<file path="src/rtl/and_gate.sv">
// and_gate: bitwise two-input AND cell.
//
// Provides a zero-latency combinational result (y) plus a registered,
// valid-qualified copy (y_q) with per-bit edge flags (rise/fall) and
// reduction summaries (all_ones, any_one, ones_cnt) that always describe
// the current registered result.
//
// Optional feature macro: AND_GATE_STATS_EN
//   When defined, adds the hit_cnt port: a saturating count of captures
//   whose result was all ones. When undefined, the port and its logic
//   are absent and everything else behaves identically.
//
// Reset is synchronous and active-low (rst_n sampled on rising clk).

module and_gate #(
    parameter int WIDTH = 1,
    parameter int CNT_W = 16
) (
    input  logic                         clk,
    input  logic                         rst_n,
    input  logic [WIDTH-1:0]             a,
    input  logic [WIDTH-1:0]             b,
    input  logic                         in_valid,
    output logic [WIDTH-1:0]             y,
    output logic [WIDTH-1:0]             y_q,
    output logic                         out_valid,
    output logic [WIDTH-1:0]             rise,
    output logic [WIDTH-1:0]             fall,
    output logic                         all_ones,
    output logic                         any_one,
    output logic [$clog2(WIDTH+1)-1:0]   ones_cnt
`ifdef AND_GATE_STATS_EN
    ,
    output logic [CNT_W-1:0]             hit_cnt
`endif
);

    // Width of the popcount; holds values 0..WIDTH inclusive.
    localparam int OW = $clog2(WIDTH + 1);

    // Unsigned popcount of a result vector.
    function automatic logic [OW-1:0] popcount(input logic [WIDTH-1:0] v);
        logic [OW-1:0] c;
        c = '0;
        for (int i = 0; i < WIDTH; i++) begin
            c = c + OW'(v[i]);
        end
        return c;
    endfunction

    // Combinational AND, also the value captured by the registered path.
    logic [WIDTH-1:0] and_res;

    // Registered state and its next-state values.
    logic [WIDTH-1:0] result_q, result_d;
    logic             valid_q, valid_d;
    logic [WIDTH-1:0] rise_q, rise_d;
    logic [WIDTH-1:0] fall_q, fall_d;
    logic             all_ones_q, all_ones_d;
    logic             any_one_q, any_one_d;
    logic [OW-1:0]    ones_cnt_q, ones_cnt_d;

    // Zero-latency bitwise AND; independent of clock, reset and valid.
    always_comb begin
        and_res = a & b;
    end

    // Next-state logic: capture on in_valid, otherwise hold the result and
    // clear the one-cycle qualifiers. Summaries follow the next result so
    // they always describe whatever sits in the result register.
    always_comb begin
        result_d = result_q;
        valid_d  = 1'b0;
        rise_d   = '0;
        fall_d   = '0;
        if (in_valid) begin
            result_d = and_res;
            valid_d  = 1'b1;
            rise_d   = and_res & ~result_q;
            fall_d   = ~and_res & result_q;
        end
        all_ones_d = &result_d;
        any_one_d  = |result_d;
        ones_cnt_d = popcount(result_d);
    end

    // Registered path with synchronous active-low reset taking priority.
    // Clearing the result on reset makes the first capture afterwards
    // compute its edge flags against zero.
    always_ff @(posedge clk) begin
        if (!rst_n) begin
            result_q   <= '0;
            valid_q    <= 1'b0;
            rise_q     <= '0;
            fall_q     <= '0;
            all_ones_q <= 1'b0;
            any_one_q  <= 1'b0;
            ones_cnt_q <= '0;
        end else begin
            result_q   <= result_d;
            valid_q    <= valid_d;
            rise_q     <= rise_d;
            fall_q     <= fall_d;
            all_ones_q <= all_ones_d;
            any_one_q  <= any_one_d;
            ones_cnt_q <= ones_cnt_d;
        end
    end

    assign y         = and_res;
    assign y_q       = result_q;
    assign out_valid = valid_q;
    assign rise      = rise_q;
    assign fall      = fall_q;
    assign all_ones  = all_ones_q;
    assign any_one   = any_one_q;
    assign ones_cnt  = ones_cnt_q;

`ifdef AND_GATE_STATS_EN
    logic [CNT_W-1:0] hit_cnt_q, hit_cnt_d;

    // Count all-ones captures, pinning at the maximum instead of wrapping.
    always_comb begin
        hit_cnt_d = hit_cnt_q;
        if (in_valid && (&and_res) && (hit_cnt_q != {CNT_W{1'b1}})) begin
            hit_cnt_d = hit_cnt_q + CNT_W'(1);
        end
    end

    // Statistics register, cleared by the same synchronous reset.
    always_ff @(posedge clk) begin
        if (!rst_n) begin
            hit_cnt_q <= '0;
        end else begin
            hit_cnt_q <= hit_cnt_d;
        end
    end

    assign hit_cnt = hit_cnt_q;
`else
    // CNT_W only sizes the statistics counter; keep it referenced so the
    // parameter list stays identical between the two builds.
    logic [CNT_W-1:0] stats_unused;
    assign stats_unused = '0;
`endif

endmodule

</file>
<file path="config.mk">
export PLATFORM = sky130hd
export DESIGN_NAME = and_gate
export DESIGN_NICKNAME = d
export VERILOG_FILES = /design/src/rtl/and_gate.sv
export SDC_FILE = /design/constraint.sdc
export NUM_CORES = 1
export LEC_CHECK = 0
export CAP_MARGIN = 40
export CORE_AREA = 2 2 39 41
export CTS_CLUSTER_DIAMETER = 80
export CTS_CLUSTER_SIZE = 25
export DETAILED_ROUTE_END_ITERATION = 12
export DIE_AREA = 0 0 41 43
export GPL_TIMING_DRIVEN = 0
export PLACE_DENSITY = 0.4
export RECOVER_POWER = 25
export SYNTH_ARGS = -nofsm -noshare
export SYNTH_HDL_FRONTEND = slang
export SYNTH_SLANG_ARGS = --single-unit
</file>
<file path="constraint.sdc">
create_clock -name clk -period 1.65 [get_ports clk]
set_input_delay 0.33 -clock clk [delete_from_list [all_inputs] [get_ports clk]]
set_output_delay 0.33 -clock clk [all_outputs]
set_load 0.01 [all_outputs]
</file>
==> reports/results.ini <==
[outcome]
status=completed

[final_layout]
area_growth_pct=111.3
diodes=0
drive_above_1_share=0.2667
num-nets-final=37
stdcell_area_sq_um=304.0
final_common_cell=clkdlybuf4s50_1
final_cell_mix=clkdlybuf4s50_1, buf_4, clkbuf_4, dfxtp_1, nand2_1

[power_and_ir_drop]
power_density_nw_per_um2=853.7
switchingPower_w=0.00005394
swShare=0.2078
internal_power_w=0.0002056
seqPwrFrac=0.395
comb_power_share=0.136
p_leak_nw=0.1377
ir_worst_vdd_mv=0.2176
power_frac_clock=0.469

[logic_synthesis]
syn-num-nets=20
ys_types=10
yosysWarnings=0
syn_area_sq_um=143.9
ys_seq_area_frac=0.5565
syn_inst=15
synth.avg_cell_area_sq_um=9.593
ys_ff_latch=4

[critical_path]
cp_max_fo=7
endpoint_kind=output pin
crit_type=register to output pin
cp-start-kind=register
crit_arrival_ns=1.24
crit_required_ns=1.32

[routing]
first_pass_iters=2
postRouteAntennaNets=0
num_vias=149
drtIter0Drc=1
via_per_inst=3.239
drc_errors=0
avgRoutedWirePerCell_um=7.413
wirelength_um=341

[floorplan]
ioPinCount=13
start_util=0.1040
num_rows=14
coreArea_sq_um=1384
fp.dieW_um=41
die_area_sq_um=1763
die_h_um=43

[sta]
period_share=0.9503
fin_tns_setup_ns=0
clock.fmax_mhz=637.7
report.final.slew_viol_count=0
rsz0062_at_grt=no
fin_skew_ns=0.001481
period_minus_slack_ns=1.568
holdWs_ns=0.4905
final-hold-violation-count=0
max_slew.worst_pin.slew_ns=0.1365
setup_viol=0
slew_headroom=0.9083

[placement]
gp_congestion=0.5393
place_area_sq_um=284.0
port_buffers=12

[clock_network]
postCtsSetupRepairBufs=0
cts_hold_buf=0
clk_pin_slew_ns=0.04
numCtsBuffers=3
tritoncts=yes
clockBufferDepth=2
htree_levels=1
clkLatencyLatePin_ns=0.23
cts_root_buf=clkbuf_4
cts_sinks=4

[worst_hold_path]
hp-class=register to register

[grt]
grt_pass1_wl_um=558
antenna_found_initial=0
gr-total-overflow=0
grt_usage=0.05628
grt_pass1_vias=146
grt_max_degree=8

[flow_run]
max_cap_violations=0

==> what timing repair did <==
item,in CTS,in global routing
gates resized for setup,2,0
endpoints found under the setup margin,4,0
hold endpoints to repair,0,0
==> flip-flops by register name, indices dropped and copies added, names as in the netlist <==
register   flops
rise           1
out_valid      1
ones_cnt       1
fall           1
==> path summary, 6_finish.rpt <==
check             depth (start not counted)  slack [ns]      from       end
setup reg to reg                          2        1.03  ones_cnt  ones_cnt
hold reg to reg                           1        0.49  ones_cnt      rise
hold / removal                            1        0.49  ones_cnt      rise
setup / recovery                          2        0.08  ones_cnt  ones_cnt
==> critical path, stage by stage, from the launching register on <==
cell and delay [ns]:
dfxtp_2 0.37, buf_4 0.12, clkdlybuf4s50_1 0.52
==> cells by family (layout without fill, tap and decap cells) <==
logic type / count (synthesis) / after routing / share of synthesized area
buffers and inverters: 5 / 20 / 0.2086
flip-flops: 4 / 4 / 0.5565
AO/OA/AOI/OAI: 1 / 1 / 0.03475
AND/OR/NAND/NOR: 5 / 5 / 0.2000
==> cell type report <==
| cell class | count | area [sq um] |
|---|---|---|
| repair buffers | 12 | 118.9 |
| fillers | 148 | 1080 |
| plain buffers | 3 | 22.52 |
| clock buffers | 3 | 22.52 |
| well taps | 16 | 20.02 |
| inverters | 2 | 7.507 |
| multi-input cells | 6 | 31.28 |
| flip-flops and latches | 4 | 81.33 |
==> per-stage QoR <==
| stage | setup slack [ns] | instances | utilization | total power [W] |
|---|---|---|---|---|
| 2_1_floorplan | 0.7328 | 15 | - | 0.0001164 |
| 3_3_place_gp | -0.1419 | 43 | 0.2052 | 0.0001411 |
| 3_5_place_dp | -0.1460 | 43 | 0.2052 | 0.0001417 |
| 4_1_cts | 0.06467 | 46 | 0.2215 | 0.0002662 |
| 5_1_grt | 0.01775 | 46 | 0.2197 | 0.0002747 |
| 6_report | 0.08194 | 46 | 0.2197 | 0.0002595 |
==> synthesized netlist by cell type (all sizes together) <==
| cell type | instances | area, sq um |
|---|---|---|
| and3 | 1 | 6.260 |
| buf | 3 | 22.52 |
| dfxtp | 4 | 80.08 |
| inv | 2 | 7.500 |
| nand2 | 2 | 10.01 |
| nand3b | 1 | 7.510 |
| nor3 | 1 | 5.000 |
| o21ai | 1 | 5.000 |
==> power by group through the flow <==
stage	Combinational [W]	Sequential [W]	Clock [W]
detailed placement	0.0000377	0.000104	0
CTS	0.0000370	0.000103	0.000127
finish	0.0000353	0.000103	0.000122
global placement	0.0000371	0.000104	0
global route	0.0000387	0.000103	0.000133
floorplan	0.0000109	0.000105	0
==> layer usage <==
layer	GRT usage	vias up	share of wire
li1	-	76	-
met3	0.05236	4	0.21
met1	0.06129	54	0.44
met5	0	-	0
met4	0.08000	0	0.067
met2	0.04688	15	0.28
Note: power is estimated with default switching activity, not from simulation.
